`config.mk`:
```
export PLATFORM = sky130hd
export DESIGN_NAME = regfile_wb_arbiter
export DESIGN_NICKNAME = d
export VERILOG_FILES = /design/src/rtl/regfile_wb_arbiter_pkg.sv /design/src/rtl/regfile_wb_arbiter_wb_result_fifo.sv /design/src/rtl/regfile_wb_arbiter.sv
export SDC_FILE = /design/constraint.sdc
export NUM_CORES = 1
export LEC_CHECK = 0
export ABC_AREA = 1
export BUFFER_PORTS_ARGS = -buffer_cell sky130_fd_sc_hd__clkbuf_2
export CAP_MARGIN = 10
export CORE_MARGIN = 8
export CORE_UTILIZATION = 50
export DETAILED_ROUTE_END_ITERATION = 12
export HOLD_SLACK_MARGIN = 0.03
export MAX_ROUTING_LAYER = met4
export PLACE_DENSITY = 0.81
export SYNTH_ARGS = -nofsm -noshare
export SYNTH_HDL_FRONTEND = slang
export SYNTH_SLANG_ARGS = --single-unit
```
`constraint.sdc`:
```
create_clock -name clk -period 5.3 [get_ports clk]
set_clock_uncertainty 0.05 [all_clocks]
set_input_delay 1.06 -clock clk [delete_from_list [all_inputs] [get_ports clk]]
set_output_delay 1.06 -clock clk [all_outputs]
set_load 0.03 [all_outputs]
```
`src/rtl/regfile_wb_arbiter_pkg.sv`:
```
// Shared types and constants for the regfile writeback arbiter and its result buffer.
package regfile_wb_arbiter_pkg;

   localparam int XLEN      = 32;
   localparam int REG_NUM_W = 5;
   localparam int REG_COUNT = 2 ** REG_NUM_W;
   localparam logic [REG_NUM_W-1:0] REG_ZERO = 5'd0;

   typedef struct packed {
      logic [REG_NUM_W-1:0] dst;
      logic [XLEN-1:0]      value;
   } wb_entry_t;

   typedef enum logic [1:0] {
      GNT_NONE = 2'd0,
      GNT_PIPE = 2'd1,
      GNT_BUF  = 2'd2
   } grant_e;

   // A register is busy when it is not x0 and its pending bit is set.
   function automatic logic reg_busy(input logic [REG_COUNT-1:0] pend,
                                     input logic [REG_NUM_W-1:0] r);
      return (r != REG_ZERO) & pend[r];
   endfunction

endpackage

```
`src/rtl/regfile_wb_arbiter_wb_result_fifo.sv`:
```
// Synchronous FIFO holding long-latency results until they win the regfile write port.
module wb_result_fifo #(
   parameter int DEPTH = 4,
   parameter int WIDTH = 37
) (
   input  logic             clk,
   input  logic             rst,
   input  logic             push_i,
   input  logic [WIDTH-1:0] push_data_i,
   input  logic             pop_i,
   output logic [WIDTH-1:0] pop_data_o,
   output logic             full_o,
   output logic             empty_o
);

   localparam int PTR_W = $clog2(DEPTH);

   logic [PTR_W:0]   wr_ptr_q, wr_ptr_d;
   logic [PTR_W:0]   rd_ptr_q, rd_ptr_d;
   logic [WIDTH-1:0] mem_q [DEPTH];
   logic             do_push_s;
   logic             do_pop_s;

   // Extra pointer bit distinguishes full from empty when the index bits match.
   assign empty_o    = (wr_ptr_q == rd_ptr_q);
   assign full_o     = (wr_ptr_q[PTR_W] != rd_ptr_q[PTR_W]) &&
                       (wr_ptr_q[PTR_W-1:0] == rd_ptr_q[PTR_W-1:0]);
   assign do_push_s  = push_i & ~full_o;
   assign do_pop_s   = pop_i & ~empty_o;
   assign pop_data_o = mem_q[rd_ptr_q[PTR_W-1:0]];

   always_comb begin
      wr_ptr_d = wr_ptr_q;
      rd_ptr_d = rd_ptr_q;
      if (do_push_s) begin
         wr_ptr_d = wr_ptr_q + (PTR_W+1)'(1);
      end else begin
         wr_ptr_d = wr_ptr_q;
      end
      if (do_pop_s) begin
         rd_ptr_d = rd_ptr_q + (PTR_W+1)'(1);
      end else begin
         rd_ptr_d = rd_ptr_q;
      end
   end

   always_ff @(posedge clk) begin
      if (rst) begin
         wr_ptr_q <= '0;
         rd_ptr_q <= '0;
         for (int i = 0; i < DEPTH; i++) begin
            mem_q[i] <= '0;
         end
      end else begin
         wr_ptr_q <= wr_ptr_d;
         rd_ptr_q <= rd_ptr_d;
         if (do_push_s) begin
            mem_q[wr_ptr_q[PTR_W-1:0]] <= push_data_i;
         end
      end
   end

endmodule

```
`src/rtl/regfile_wb_arbiter.sv`:
```
// Regfile write-port arbiter: pipeline WB vs buffered long-latency results, plus pending scoreboard.
// Optional macro RF_WB_BYPASS_EN adds same-cycle forwarding of the result being written.
module regfile_wb_arbiter
   import regfile_wb_arbiter_pkg::*;
#(
   parameter int BUF_DEPTH    = 4,
   parameter int STARVE_LIMIT = 8
) (
   input  logic                 clk,
   input  logic                 rst,
   input  logic                 pipe_wb_valid,
   input  logic                 pipe_wb_we,
   input  logic [REG_NUM_W-1:0] pipe_wb_dst,
   input  logic [XLEN-1:0]      pipe_wb_value,
   output logic                 pipe_hold,
   input  logic                 lu_issue,
   input  logic [REG_NUM_W-1:0] lu_issue_dst,
   input  logic                 lu_result_valid,
   output logic                 lu_result_ready,
   input  logic [REG_NUM_W-1:0] lu_result_dst,
   input  logic [XLEN-1:0]      lu_result_value,
   input  logic                 dec_valid,
   input  logic [REG_NUM_W-1:0] dec_src1,
   input  logic [REG_NUM_W-1:0] dec_src2,
   input  logic [REG_NUM_W-1:0] dec_dst,
   output logic                 hazard_stall,
   output logic                 rf_we,
   output logic                 rf_valid,
   output logic [REG_NUM_W-1:0] rf_dst,
   output logic [XLEN-1:0]      rf_value
`ifdef RF_WB_BYPASS_EN
   ,
   output logic                 fwd1_hit,
   output logic                 fwd2_hit,
   output logic [XLEN-1:0]      fwd_value
`endif
);

   localparam int STARVE_W = $clog2(STARVE_LIMIT + 1);
   localparam logic [STARVE_W-1:0] STARVE_MAX = STARVE_W'(STARVE_LIMIT);

   wb_entry_t              push_entry_s;
   wb_entry_t              head_s;
   logic                   push_s;
   logic                   pop_s;
   logic                   full_s;
   logic                   empty_s;
   logic                   pipe_req_s;
   grant_e                 grant_s;
   logic [STARVE_W-1:0]    starve_q, starve_d;
   logic [REG_COUNT-1:0]   pending_q, pending_d;
   logic                   src1_block_s;
   logic                   src2_block_s;
   logic                   dst_block_s;

   assign pipe_req_s      = pipe_wb_valid & pipe_wb_we & (pipe_wb_dst != REG_ZERO);
   assign lu_result_ready = ~full_s;
   // x0 results are acknowledged but never enter the buffer.
   assign push_s          = lu_result_valid & ~full_s & (lu_result_dst != REG_ZERO);
   assign push_entry_s    = '{dst: lu_result_dst, value: lu_result_value};
   assign pipe_hold       = ~empty_s & (starve_q == STARVE_MAX);
   assign pop_s           = (grant_s == GNT_BUF);

   wb_result_fifo #(
      .DEPTH (BUF_DEPTH),
      .WIDTH ($bits(wb_entry_t))
   ) u_fifo (
      .clk         (clk),
      .rst         (rst),
      .push_i      (push_s),
      .push_data_i (push_entry_s),
      .pop_i       (pop_s),
      .pop_data_o  (head_s),
      .full_o      (full_s),
      .empty_o     (empty_s)
   );

   always_comb begin
      grant_s = GNT_NONE;
      if (pipe_hold) begin
         grant_s = GNT_BUF;
      end else if (pipe_req_s) begin
         grant_s = GNT_PIPE;
      end else if (!empty_s) begin
         grant_s = GNT_BUF;
      end else begin
         grant_s = GNT_NONE;
      end
   end

   always_comb begin
      rf_we    = 1'b0;
      rf_dst   = REG_ZERO;
      rf_value = '0;
      case (grant_s)
         GNT_PIPE: begin
            rf_we    = 1'b1;
            rf_dst   = pipe_wb_dst;
            rf_value = pipe_wb_value;
         end
         GNT_BUF: begin
            rf_we    = 1'b1;
            rf_dst   = head_s.dst;
            rf_value = head_s.value;
         end
         default: begin
            rf_we    = 1'b0;
            rf_dst   = REG_ZERO;
            rf_value = '0;
         end
      endcase
   end

   assign rf_valid = rf_we;

   always_comb begin
      starve_d = starve_q;
      if (empty_s || pop_s) begin
         starve_d = '0;
      end else if (starve_q != STARVE_MAX) begin
         starve_d = starve_q + STARVE_W'(1);
      end else begin
         starve_d = starve_q;
      end
   end

   // Clear of the written head is applied before the issue set so set wins on a collision.
   always_comb begin
      pending_d = pending_q;
      if (pop_s) begin
         pending_d[head_s.dst] = 1'b0;
      end else begin
         pending_d = pending_q;
      end
      if (lu_issue && (lu_issue_dst != REG_ZERO)) begin
         pending_d[lu_issue_dst] = 1'b1;
      end else begin
         pending_d[0] = 1'b0;
      end
      pending_d[0] = 1'b0;
   end

   always_ff @(posedge clk) begin
      if (rst) begin
         starve_q  <= '0;
         pending_q <= '0;
      end else begin
         starve_q  <= starve_d;
         pending_q <= pending_d;
      end
   end

`ifdef RF_WB_BYPASS_EN
   logic src1_clr_s;
   logic src2_clr_s;

   assign src1_clr_s   = pop_s & (head_s.dst == dec_src1);
   assign src2_clr_s   = pop_s & (head_s.dst == dec_src2);
   assign src1_block_s = reg_busy(pending_q, dec_src1) & ~src1_clr_s;
   assign src2_block_s = reg_busy(pending_q, dec_src2) & ~src2_clr_s;
   assign fwd1_hit     = dec_valid & reg_busy(pending_q, dec_src1) & src1_clr_s;
   assign fwd2_hit     = dec_valid & reg_busy(pending_q, dec_src2) & src2_clr_s;
   assign fwd_value    = rf_value;
`else
   assign src1_block_s = reg_busy(pending_q, dec_src1);
   assign src2_block_s = reg_busy(pending_q, dec_src2);
`endif

   assign dst_block_s  = reg_busy(pending_q, dec_dst);
   assign hazard_stall = dec_valid & (src1_block_s | src2_block_s | dst_block_s);

endmodule
```
# Word-level counts from Yosys, hierarchy flattened
# Memories as Yosys holds them, arrays and structs flattened. A register that Yosys moved wholly into a read port is not among the register bits.
# Index checks and enable logic that the tools add are counted.
totals:
  inputBits: 101
  out_inout_bits: 42
  word_cells: 83
  regBits: 42
  latchBits: 0
  romBits: 0
  mem_count: 1
  ramBits: 148
memory_table:
  columns: ["memory", "words", "width", "rd", "rd_clocked_by_memory_dff", "wr", "line", "text"]
  rows:
  - ["u_fifo.mem_q", 4, 37, 1, 1, 4, "regfile_wb_arbiter_wb_result_fifo.sv:20", "logic [WIDTH-1:0] mem_q [DEPTH];"]
classes:
  add_sub_neg: 3
  n_reduce_logical: 14
  eq_ne: 7
  div: 0
  n_mul: 0
  muxes: 28
  n_lt_le_gt_ge: 7
  shifts: 0
  bitwise: 18
ops:
  columns: ["cell", "n"]
  rows:
  - ["$pmux W32 S2", 1]
  - ["$mux W37", 1]
  - ["$reduce_or A37 Y1", 1]
  - ["$and A32 B32 Y32", 1]
  - ["$mux W32", 1]
  - ["$not A32 Y32", 1]
  - ["$or A32 B32 Y32", 1]
  - ["$mux W31", 1]
  - ["$lt A5 B6 Y1 const B", 5]
  - ["$reduce_bool A5 Y1", 6]
  - ["$bmux W1 S5", 3]
  - ["$mux W1", 12]
  - ["$mux W2", 6]
  - ["$and A1 B1 Y1", 11]
  - ["$demux W1 S5", 2]
  - ["$ge A5 B1 Y1 const B", 2]
  - ["$pmux W5 S2", 1]
  - ["$add A3 B1 Y3 const B", 2]
  - ["$add A4 B1 Y4 const B", 1]
  - ["$eq A4 B4 Y1 const B", 1]
  - ["$logic_and A1 B1 Y1", 4]
  - ["$ne A4 B4 Y1 const B", 1]
  - ["$reduce_or A2 Y1", 2]
  - ["$eq A3 B3 Y1", 1]
  - ["7 further kinds", 9]

# Logic depth before layout (Yosys ltp)
depth:
  word_depth: 11
  depth_mapped: 14
  ltp_nobuf: 14

# Modules after synthesis
# From an unflattened synthesis, not the netlist that was laid out.
hier_totals:
  hier_cells: 1220
  area_unflattened_um2: 10119.7
modules_own_cells:
  columns: ["mod", "seq_area_each_um2", "n_inst", "area_each_um2", "cells_each"]
  rows:
  - ["wb_result_fifo", 4604.4, 1, 6941.7, 635]
  - ["regfile_wb_arbiter", 700.7, 1, 3178.0, 585]

# Least setup slack after synthesis
# Ideal clock, no wire load.
synth_timing:
  kind: "input to register"
  from: "in lu_result_dst[3]"
  to: "mem u_fifo.mem_q[3][0] (enable)"
  slack_ns: 0.572
  arrival_ns: 4.191
  path_stages: 6
  required_time_ns: 4.763
  n_path_buf: 0
  setup_time_ns: 0.487
  cell_sequence: "inv_1 -> nand4_1 -> o21ai_0 -> inv_1 -> nand2_2 -> o31ai_1"
synth_rtl:
  columns: ["item", "line", "text"]
  rows:
  - ["start, declared", "regfile_wb_arbiter.sv:20", "input logic [REG_NUM_W-1:0] lu_result_dst,"]
  - ["end, declared", "regfile_wb_arbiter_wb_result_fifo.sv:20", null]

# Worst setup path after layout
layout_timing:
  from: "in pipe_wb_dst[1]"
  to: "out rf_dst[0]"
layout_via:
  elab_chain_len: 6
  elab_cells_between_ends: 7
  cone_classes: "eq/ne (2); mux (3); bitwise (1); reduce/logical (1)"
layout_lines:
  columns: ["item", "line", "text"]
  rows:
  - ["start, declared", "regfile_wb_arbiter.sv:13", "input logic [REG_NUM_W-1:0] pipe_wb_dst,"]
  - ["$reduce_bool A5 Y1 (*)", "regfile_wb_arbiter.sv:56", "assign pipe_req_s = pipe_wb_valid & pipe_wb_we & (pipe_wb_dst != REG_ZERO);"]
  - ["$and A1 B1 Y1 (*)", "regfile_wb_arbiter.sv:56", null]
  - ["$mux W2 (*)", "regfile_wb_arbiter.sv:82", "end else if (pipe_req_s) begin"]
  - ["$mux W2 (*)", "regfile_wb_arbiter.sv:80", "if (pipe_hold) begin"]
  - ["$eq A2 B2 Y1 / $eq A2 B1 Y1 (equally long branches)", "regfile_wb_arbiter.sv:95", "case (grant_s)"]
  - ["$pmux W5 S2 (*)", "regfile_wb_arbiter.sv:95", null]
  - ["end, declared", "regfile_wb_arbiter.sv:29", "output logic [REG_NUM_W-1:0] rf_dst,"]
# Every way passes the cells marked *; elsewhere a longest branch is shown, timed or not.

==> impl_results.md <==
* Clk pwr share at between 30% and 40%
* Initial DRC Count at between 900 and 1,000
* Worst reg2reg path depth at 15
* Routed vias at around 9,000
* Simple-Gate Fraction of Synth Area at around 25%
* CTS H-tree lvls at 4
* Layout cell share with drive strength beyond 1 at roughly 15%
* TritonCTS buffer count at 17
* Post-CTS Setup Bufs at 0
* Main combinational cell family by area after synthesis: simple AND/OR/NAND/NOR gates
* Clock Latency Late Sink at 0.44 ns
* Hold WC Path Type: reg2reg
* Post-synthesis mux area share at 0%
* Total Routing Usage GR at between 20% and 30%
* P&R area growth vs syn at 15.62%
* Met1 wire length at between 10 and 15 mm
* Flop2flop setup slack at 2.31 ns
* Post-synthesis share of cell area spent on xor and xnor gates at less than 1%
* Rows at 51
* Flop pwr share at 40.6%
* Antenna fix cells at 0
* Critical path's slowest cell: buf_4
* Leak at 4.972 nW
* Internal cell power at 2.821 mW
* Worst-margin pin slew at 0.7513 ns
* Worst Path Arrival at ~3.1 ns
* R2r startpoint: starve_q[0]
* Reg-to-reg endpoint: pending_q[31]
* Final core occ at 58.62%
* Comb power frac at between 20% and 30%
* Post-CTS sizing at 0
* Slew headroom at between 40% and 50%
* Total Wirelength at approximately 27 mm
* Gate Count Post-Synth at ~1,200
* Final HPWL DP at 18.11 mm
* Met2 WL at between 10 and 15 mm
* Die width at 156.0 um
* Outcome: finished clean
* Max_cap viols at 0
* Critical-path cell list: clkbuf_2 > nor3_1 > nand2_1 > nand3_1 > o21ai_0 > inv_1 > ha_1 > buf_4 > inv_1 > nor2_1 > inv_1 > a21oi_1 > clkbuf_2
* Die Area at 24,340 um2
* Crit path top cell by count: inv_1
* Worst Hold End: pending_q[24]
* Pins Over Slew Limit at 0
* Multi-input logic area at between 3000 and 4000 um2
* Final net count at approximately 1,400
* Register area at around 5300 um2
* 1st-pass router iterations at 7
* CTS Buffer Depth at 2
* Peak VDD IR at 0.2835 mV
* Critical Path RT at 4.19 ns
* Fin crit share at about four fifths
* Clk sinks at between 150 and 200
* Top-Level Pins at roughly 140
* CP Class: in2out
* Avg Cell Area, Syn at 8.022 um2
* GPL Wtd Cong at 0.9169
* Ys Warns at 0
* Synth Register Bits at 191
* Count of cell types in the netlist at 30
* Die height at between 150 and 200 um
* Vias in the first global route at approximately 8,600
* Clock root buffer: clkbuf_16
* Initial antenna violation count at 0
* Post-DRT Antenna Nets at 0
* DR WL met3 at about 2.8 mm
* Final Hold Vio Count at 0
* DRC at 0
* Worst Hold Depth at 2
* # setup viols final at 0
* Hold Startpoint: pending_q[24]
* Part of the Yosys area used for sequential elements at a little over half
* Max Used Layer: met4
* Wire per inst at about 17 um
* Vias per cell at 5.437
* Compound-gate portion of the synthesized area at a little under an eighth
* Clock Pin Slew Worst Setup and Hold Paths at ~0.07 ns
* Largest net degree at the start of global routing at 76
* Number of port buffers at around 140
* Starting Density at between 50% and 60%
* Sw Share at ~34%
* Net count of the mapped netlist at about 1,300
* NetSw at between 1 and 1.5 mW
* Hold_ws at 0.4268 ns
* Fmax at 236.0 MHz
* Total gr overflow at 0
* # hold bufs at CTS at 0
* Startpoint Class: input port
* Core Area at approximately 19,000 um2
* Unrepaired setup endpoints after global routing: no
* Total power at 4.295 mW
* Synth Area in Adders at less than 1%
* CP endpoint kind: primary output
* Pwr/cell area at 379.0 nW/um2
* Post-Route Setup TNS at 0 ns
* Worst stage delay on the critical path at around 0.42 ns
* Final min period at between 4 and 5 ns
* First-pass GRT wire length at between 40 and 50 mm
* Max FO, Critical Path at 40
* TritonCTS clock tree: built
* Fillers at about 1,700
* Post-synthesis instance area at approximately 10000 um2
==> cell families after synthesis <==
group	Yosys count
xor gates and xnor gates	5
adders and majority gates	6
buffers and inverters	180
and+or+nand+nor	624
AOI/OAI and AO/OA	216
DFF	191
==> state kept, by name (all words and copies together), names as in the netlist, named ones only <==
signal	count
u_fifo.rd_ptr_q	3
u_fifo.mem_q	148
u_fifo.wr_ptr_q	3
starve_q	4
pending_q	31
==> synth_stat cells <==
master	count	area share [%]
buf_4	1	0.077
nand2_4	1	0.11
xnor2_1	4	0.36
dfxtp_1	43	8.8
edfxtp_1	148	45
nor2_2	1	0.064
nor2_1	238	9.1
nand3_2	1	0.10
and3_1	1	0.064
buf_1	1	0.038
xor2_1	1	0.089
a31oi_1	3	0.19
inv_2	3	0.11
nand2_2	1	0.064
o211ai_1	3	0.23
clkbuf_1	42	1.6
nand2_1	291	11
nand3b_2	1	0.11
nand3_1	81	4.1
ha_1	6	0.77
inv_1	113	4.3
o21ai_0	103	5.3
buf_6	9	1.0
clkinv_1	1	0.038
o31ai_1	1	0.077
a21oi_1	74	3.8
buf_2	10	0.51
nor3_1	6	0.31
o22ai_1	32	2.0
nand4_1	2	0.13
==> cell usage in the layout, fill, tap and decap left out, types with 2 or more instances in the layout <==
master,Yosys,layout
nand2_1,291,291
nor2_1,238,238
edfxtp_1,148,148
clkbuf_2,0,142
inv_1,113,113
o21ai_0,103,103
nand3_1,81,81
a21oi_1,74,74
dfxtp_1,43,42
o22ai_1,32,32
buf_4,1,19
clkbuf_16,0,17
nor3_1,6,6
ha_1,6,6
xnor2_1,4,4
bufinv_16,0,4
clkinv_1,1,3
inv_2,3,3
o211ai_1,3,3
a31oi_1,3,3
inv_8,0,3
nand4_1,2,2
clkinvlp_4,0,2
inv_6,0,2
clkinv_8,0,2
==> power by group through the flow <==
stage,Sequential (mW),Clock [mW],Combinational [mW]
2_1_floorplan,1.77,0,0.788
3_3_place_gp,1.77,0,1.11
3_5_place_dp,1.78,0,1.13
4_1_cts,1.74,1.40,1.14
5_1_grt,1.75,1.46,1.27
6_report,1.75,1.40,1.15
==> per-layer routing <==
layer / vias up / GRT usage, %
li1: 4252 / -
met1: 4039 / 28.06
met2: 450 / 38.00
met3: 50 / 5.042
met4: 0 / 7.301
met5: - / -
==> final cells by class <==
| type | count | share of cell area, % |
|---|---|---|
| Clock inverter | 15 | 1.998 |
| Tap cell | 265 | 2.925 |
| Multi-Input combinational cell | 851 | 33.11 |
| Inverter | 117 | 3.875 |
| Timing Repair Buffer | 161 | 7.528 |
| Sequential cell | 191 | 46.82 |
| Clock buffer | 17 | 3.753 |
==> how the worst max path moves through the flow <==
| stage | from | end | depth (start not counted) |
|---|---|---|---|
| floorplan | lu_result_dst[3] | u_fifo.mem_q[3][0] | 6 |
| global placement | pipe_wb_dst[1] | rf_dst[0] | 13 |
| CTS | starve_q[0] | rf_dst[0] | 15 |
| detailed placement | pipe_wb_dst[1] | rf_dst[0] | 13 |
| global route | starve_q[0] | rf_dst[0] | 15 |
| finish | pipe_wb_dst[1] | rf_dst[0] | 13 |
==> stage by stage <==
stage	cell area (um2)	cells	setup WS, ns
after floorplan	9803	1222	0.5715
after global placement	10680	1585	1.229
after detailed placement	10680	1585	1.079
after CTS	11330	1617	1.050
after global routing	11330	1617	0.7320
final	11330	1617	1.063
==> critical path, delay by kind of cell <==
family / cells / cell delay (ns)
adders and majority gates: 1 / 0.14
and+or+nand+nor: 4 / 0.59
buffers and inverters: 6 / 1.07
AOI/OAI and AO/OA: 2 / 0.27
Power figures use the tool's default switching activity.
